`src/rtl/stump_step_controller.sv`:
```
// stump_step_controller: host-driven STEP / RUN / DUTRESET sequencer that synthesises a slow DUT clock from clk.
// Breakpoint comparator is compiled in only when STUMP_STEP_BREAKPOINT_EN is defined.
module stump_step_controller (
  input  logic        clk,
  input  logic        reset,
  input  logic        cmd_valid,
  input  logic [1:0]  cmd_op,
  input  logic [15:0] cmd_count,
  output logic        cmd_ready,
  input  logic        bp_en,
  input  logic [15:0] bp_addr,
  input  logic        dut_fetch,
  input  logic [15:0] dut_addr,
  output logic        dut_clk,
  output logic        dut_reset,
  output logic        busy,
  output logic        bp_hit,
  output logic [31:0] cycle_count
);

  // Handshake: a command transfers on the clk edge where cmd_valid && cmd_ready are both high;
  // while busy only STOP is ready, so any other command simply waits with cmd_valid held.
  typedef enum logic [1:0] {
    IDLE   = 2'd0,
    CLK_HI = 2'd1,
    CLK_LO = 2'd2,
    RST_HI = 2'd3
  } state_t;

  localparam logic [1:0] OP_STOP     = 2'b00;
  localparam logic [1:0] OP_STEP     = 2'b01;
  localparam logic [1:0] OP_RUN      = 2'b10;
  localparam logic [1:0] OP_DUTRESET = 2'b11;

  state_t      state;
  state_t      state_nxt;
  logic [15:0] remaining;
  logic [15:0] remaining_nxt;
  logic        run_mode;
  logic        run_mode_nxt;
  logic        stop_pending;
  logic        stop_pending_nxt;
  logic        bp_hit_q;
  logic        bp_hit_nxt;
  logic [31:0] cycle_count_nxt;
  logic        bp_match;
  logic        accept;
  logic        cmd_stop;
  logic        halt;

  assign cmd_ready = (state == IDLE) || (cmd_op == OP_STOP);
  assign accept    = cmd_valid && cmd_ready;
  assign cmd_stop  = accept && (cmd_op == OP_STOP);
  assign busy      = (state != IDLE);

`ifdef STUMP_STEP_BREAKPOINT_EN
  assign bp_match = bp_en && dut_fetch && (dut_addr == bp_addr);

  always_ff @(posedge clk) begin
    if (reset) begin
      bp_hit_q <= 1'b0;
    end else begin
      bp_hit_q <= bp_hit_nxt;
    end
  end

  assign bp_hit = bp_hit_q;
`else
  logic unused_bp;
  assign bp_match  = 1'b0;
  assign bp_hit_q  = 1'b0;
  assign bp_hit    = 1'b0;
  assign unused_bp = ^{bp_en, bp_addr, dut_fetch, dut_addr, bp_hit_nxt};
`endif

  always_comb begin
    state_nxt        = state;
    remaining_nxt    = remaining;
    run_mode_nxt     = run_mode;
    stop_pending_nxt = stop_pending;
    bp_hit_nxt       = bp_hit_q;
    cycle_count_nxt  = cycle_count;
    halt             = 1'b0;
    case (state)
      IDLE: begin
        if (accept) begin
          case (cmd_op)
            OP_STEP: begin
              bp_hit_nxt = 1'b0;
              if (cmd_count != 16'd0) begin
                state_nxt       = CLK_HI;
                run_mode_nxt    = 1'b0;
                remaining_nxt   = cmd_count - 16'd1;
                cycle_count_nxt = cycle_count + 32'd1;
              end
            end
            OP_RUN: begin
              bp_hit_nxt      = 1'b0;
              state_nxt       = CLK_HI;
              run_mode_nxt    = 1'b1;
              remaining_nxt   = 16'd0;
              cycle_count_nxt = cycle_count + 32'd1;
            end
            OP_DUTRESET: begin
              state_nxt       = RST_HI;
              cycle_count_nxt = 32'd0;
            end
            default: begin
            end
          endcase
        end
      end
      CLK_HI: begin
        state_nxt = CLK_LO;
        if (cmd_stop) begin
          stop_pending_nxt = 1'b1;
        end
      end
      CLK_LO: begin
        // dut_reset still high here means this is the low half of a DUT reset pulse.
        if (dut_reset) begin
          state_nxt = IDLE;
        end else begin
          halt = bp_match || stop_pending || cmd_stop || (!run_mode && (remaining == 16'd0));
          if (bp_match) begin
            bp_hit_nxt = 1'b1;
          end
          if (halt) begin
            state_nxt        = IDLE;
            stop_pending_nxt = 1'b0;
          end else begin
            state_nxt       = CLK_HI;
            cycle_count_nxt = cycle_count + 32'd1;
            if (!run_mode) begin
              remaining_nxt = remaining - 16'd1;
            end
          end
        end
      end
      RST_HI: begin
        state_nxt = CLK_LO;
      end
      default: begin
        state_nxt = IDLE;
      end
    endcase
  end

  always_ff @(posedge clk) begin
    if (reset) begin
      state        <= IDLE;
      remaining    <= 16'd0;
      run_mode     <= 1'b0;
      stop_pending <= 1'b0;
      cycle_count  <= 32'd0;
      dut_clk      <= 1'b0;
      dut_reset    <= 1'b0;
    end else begin
      state        <= state_nxt;
      remaining    <= remaining_nxt;
      run_mode     <= run_mode_nxt;
      stop_pending <= stop_pending_nxt;
      cycle_count  <= cycle_count_nxt;
      dut_clk      <= (state_nxt == CLK_HI) || (state_nxt == RST_HI);
      dut_reset    <= (state_nxt == RST_HI) || (state == RST_HI);
    end
  end

endmodule
```
`config.mk`:
```
export PLATFORM = sky130hd
export DESIGN_NAME = stump_step_controller
export DESIGN_NICKNAME = d
export VERILOG_FILES = /design/src/rtl/stump_step_controller.sv
export SDC_FILE = /design/constraint.sdc
export NUM_CORES = 1
export LEC_CHECK = 0
export ABC_AREA = 1
export CORE_ASPECT_RATIO = 1.25
export CORE_MARGIN = 2
export CORE_UTILIZATION = 40
export CTS_CLUSTER_SIZE = 16
export DETAILED_ROUTE_END_ITERATION = 10
export PLACE_DENSITY_LB_ADDON = 0.25
export SLEW_MARGIN = 20
export SYNTH_ARGS = -nofsm -noshare
export SYNTH_HDL_FRONTEND = slang
export SYNTH_SLANG_ARGS = --single-unit
```
`constraint.sdc`:
```
create_clock -name clk -period 1.6 [get_ports clk]
set_input_delay 0.32 -clock clk [delete_from_list [all_inputs] [get_ports clk]]
set_output_delay 0.32 -clock clk [all_outputs]
set_load 0.01 [all_outputs]
```
# Word level (Yosys, flattened, before mapping)
# Index checks and enable logic that the tools add are counted.
# totals
word_cells	75
ff_bits	54
output_inout_bits	37
input_bits	55
# op_classes
reduce_logical	22
add_sub_neg	3
n_eq_ne	18
n_mux	25
# op_table
operator	n
two-way mux 32 bit	4
case mux 32 bit (3 select lines)	1
two-way mux 16 bit	5
case mux 16 bit (2 select lines)	2
case mux 32 bit (2 select lines)	1
adder 32 x 1 -> 32 bit (second input constant)	1
subtractor 16 x 1 -> 16 bit (second input constant)	2
zero test 16 bit	1
nonzero test 16 bit	1
!= test 2 bit (second input constant)	7
case mux 2 bit (3 select lines)	2
equality test 2 bit (second input constant)	5
AND reduction 4 bit	2
nonzero test 2 bit	4
AND reduction 7 bit	1
equality test 2 x 1 -> 1 bit (second input constant)	3
two-way mux 1 bit	6
AND reduction 6 bit	1
logical OR 1 bit	5
zero test 2 bit	2
two-way mux 2 bit	2
!= test 4 x 1 -> 1 bit (second input constant)	1
case mux 1 bit (2 select lines)	2
logical AND 1 bit	3
other kinds (4)	4

# Logic depth before layout (Yosys ltp)
# depth
ltp_word	11
depth_mapped	12
mapped_depth_nobuf	11

# Worst setup path after synthesis
# No wires, ideal clock.
# synth_path
kind	register to register
startpoint	reg cycle_count[0]
endpoint	reg cycle_count[24]
path_slack_ns	0.037
required_time_ns	1.536
period_less_slack_ns	1.563
path_stages_with_launch	12
setup_ns	0.064
n_path_buf	0
arrival_ns	1.499
cell_sequence	dfxtp_1 > ha_1 > nand3_2 > nor2_4 > nand3_2 > nor2_2 > nand2_1 > clkinv_1 > nand3_1 > nand2_1 > inv_1 > nor2_1
# synth_between
elab_chain_len	5
word_cells_on_any_way	7
cone_classes	add/sub: 1; mux: 6
# synth_rtl
element	line_no	rtl
from (decl)	18	output logic [31:0] cycle_count
from (signal assigned)	163	cycle_count <= cycle_count_nxt;
adder 32 x 1 -> 32 bit (*)	94, 102, 133	
two-way mux 32 bit	90	if (cmd_count != 16'd0) begin
case mux 32 bit (3 select lines)	87	case (cmd_op)
two-way mux 32 bit	86	if (accept) begin
case mux 32 bit (2 select lines) (*)	84	case (state)
# Every way passes the cells marked *; elsewhere a longest branch is shown, timed or not. The select of a mux whose other input is x is not followed.
# A chain may end at the register's enable or synchronous reset.

# Final worst setup path
# layout_path
startpoint	in cmd_count[15]
endpoint	reg remaining[2]
# layout_between
elab_chain_len	3
# layout_rtl
element	line_no	rtl
from (decl)	8	input logic [15:0] cmd_count,
nonzero test 16 bit	90	
!= test 3 bit (no source line)	--	
AND reduction 7 bit (no source line)	--	
to (signal assigned)	160	remaining <= remaining_nxt;
to (decl)	37	logic [15:0] remaining;
# Every way passes these cells.

==> results by group <==
Global route
  – Antenna violations before repair: 0
  – Largest net degree at the start of global routing: 32
  – GRT Overall Usage: 22.85%
  – Wire length of the first global-routing pass: 19640 µm
  – Grt total ovfl: 0
  – Number of global-route vias before repair: 4476

Yosys
  – Ys async rst share: 0%
  – XOR/XNOR share of the synthesized area: 3.869%
  – Avg Inst Size Synth: 5.930 µm²
  – Yosys reg bits: 53
  – Mux contribution to synthesized area: 0%
  – EDFF count, synth: 0
  – Simple-Gate Fraction of Synth Area: 45.51%
  – Mapped Cells: 649
  – Prevailing post-synth register cell: dfxtp_1
  – Total number of yosys warnings: 0
  – Post-synthesis adder-cell area fraction: 1.625%
  – Syn_nets: 709
  – Complex-gate fraction of the synthesized area: 10.79%
  – Mapped Area: 3849 µm²
  – Yosys cell types: 33
  – Post-synthesis sequential area ratio: 27.57%
  – Largest family of logic cells by synthesized area: simple AND/OR/NAND/NOR gates

Routing
  – First drt pass iteration count: 5
  – Detailed router's first-iteration violation count: 236
  – Final ANT Viol Nets: 0
  – Via density: 5.130
  – Detailed-route DRC error count: 0
  – Routed WL per cell: 14.07 µm
  – WL final: 13200 µm
  – DR vias: 4812

Worst hold path
  – Worst Hold Class: register to register
  – Hold-critical path depth: 2

Status
  – Failing checks: setup timing
  – Outcome: finished with violations

Worst setup path
  – Cells on worst reg2reg path: 11
  – Worst endpoint required time: 1830 ps
  – CP Max Fanout: 8
  – CP arrival: 1870 ps
  – Startpoint types: input port
  – Crit end category: register
  – CP Class: input port to register

Timing
  – Setup TNS: -48.84 ps
  – Endpoints failing hold: 0
  – Skew final: 8.309 ps
  – Setup ws final: -41.43 ps
  – Final Max Tran Viols: 0
  – RSZ-0062 raised after global routing: true
  – Final critical path time including I/O delays and setup: 1641 ps
  – Max Freq: 0.6092 GHz
  – Final period util: 102.6%
  – Final setup fails: 2
  – Worst Hold Slack: 478.8 ps

Power
  – Clock share of power: 26.1%
  – Power Density: 682.4 nW/µm²
  – Seq pwr share: 35.1%
  – Leak pwr: 2.788 nW
  – Switching Share: 34.70%
  – Psw: 1.440 mW
  – Comb power frac: 38.8%
  – Cell-internal power: 2.710 mW
  – Worst VDD drop: 442.3 µV

Floorplan
  – Core box area: 9509 µm²
  – Starting Density: 40.47%
  – Top-Level Pins: 92
  – Row cnt: 40
  – Die area: 10430 µm²
  – Die X: 91.74 µm
  – Die H: 113.7 µm

Placement
  – Worst slack at placement: -485.2 ps
  – Placed inst area: 5137 µm²
  – Port Buf Inserts: 56
  – DPL Wire Length: 8619 µm
  – Final GP Congestion: 0.8991

CTS
  – Root buf cell: clkbuf_16
  – CTS Buf Count: 5
  – Clock net sink count: 53
  – Worst-path clk slew: 70 ps
  – Clock latency on the worst-skew pair: 300 ps
  – CTS max path bufs: 2
  – CTS H-tree lvls: 2
  – CTS tree: done

Cells and area
  – Ant. Diodes: 0
  – Commonest non-fill, non-tap cells in the layout: 144 x nand2_1, 101 x buf_4, 95 x nor2_1
  – Footprint of the multi-input gates: 2794 µm²
  – Final Instance Area: 6082 µm²
  – Layout Nets: 871
  – Sequential cell area: 1107 µm²
  – Area grow syn2layout: 58.03%
  – Layout cells sized above 1: 33.25%
  – Most common cell after layout, fill and taps aside: nand2_1
  – Filler cells: 841

Job
  – Max Cap Viol: 0
==> cell families after synthesis <==
group | count (synthesis)
and+or+nand+nor | 402
buffers and inverters | 92
AOI/OAI and AO/OA | 79
DFF | 53
xor gates and xnor gates | 17
adders and majority gates | 5
other | 1
==> critical path: stages <==
cell	delay (ps)
clkdlybuf4s50_1	410
inv_2	70
nand3_2	90
nor2_4	120
buf_6	100
nand4_1	150
nand3_4	180
buf_12	160
nand2_1	90
a21oi_2	160
==> worst paths after layout <==
check            startpoint        endpoint  slack [ps]
min reg2reg  cycle_count[7]  cycle_count[7]         480
max reg2reg    remaining[1]    remaining[2]         -20
max           cmd_count[15]    remaining[2]         -40
min          cycle_count[7]  cycle_count[7]         480
==> synthesized netlist by cell type (all sizes together), types with 3 or more instances <==
cell | count | area [µm²]
clkbuf | 3 | 11.26
buf | 15 | 116.4
nand3 | 65 | 357.9
dfxtp | 53 | 1061
xor2 | 14 | 122.6
o21bai | 3 | 22.52
nand2 | 182 | 695.7
nand4 | 14 | 87.58
clkinv | 3 | 11.26
ha | 5 | 62.56
a21oi | 53 | 269.0
xnor2 | 3 | 26.28
inv | 71 | 266.5
o22ai | 4 | 25.02
nor2 | 130 | 546.8
nor3 | 9 | 50.05
o21ai | 19 | 98.85
==> per-layer routing <==
| metal | GRT usage, % | up-vias | share of wire, % |
|---|---|---|---|
| li1 | - | 2401 | - |
| met1 | 25.45 | 2214 | 39 |
| met2 | 42.99 | 170 | 53 |
| met3 | 3.170 | 27 | 4.9 |
| met4 | 9.950 | 0 | 2.4 |
| met5 | 0 | - | 0 |
==> flip-flops by register name, summed over array words and instances, names as in the netlist <==
register	flops
dut_reset	1
cycle_count	32
remaining	16
stop_pending	1
state	2
run_mode	1
==> repair_timing <==
item                                    CTS  global route
pin swaps                                11            32
endpoints found under the setup margin   75            64
gates resized for setup                  85           118
gates cloned                              4             5
setup buffers                            11            12
hold buffers                              0             0
==> power groups by stage <==
stage          combinational, mW  clock (mW)  sequential (mW)
3_5_place_dp                1.20           0             1.47
6_report                    1.61        1.08             1.46
5_1_grt                     1.74        1.17             1.47
4_1_cts                     1.37        1.10             1.45
3_3_place_gp                1.18           0             1.47
2_1_floorplan              0.745           0             1.47
==> cell type report <==
type / instances / area share, %
multi-input cells: 505 / 45.94
repair buffers: 172 / 26.35
clock inverters: 1 / 0.1234
well taps: 126 / 2.592
flip-flops and latches: 53 / 18.21
inverters: 74 / 4.608
clock buffers: 7 / 2.181
==> metrics by stage <==
step | utilization (%) | total power [mW] | std cells
after global routing | 63.96 | 4.374 | 938
after global placement | 54.03 | 2.646 | 901
final | 63.96 | 4.150 | 938
after detailed placement | 54.03 | 2.668 | 901
after CTS | 58.88 | 3.922 | 924
after floorplan | - | 2.216 | 649
(Power assumes the default switching activity.)
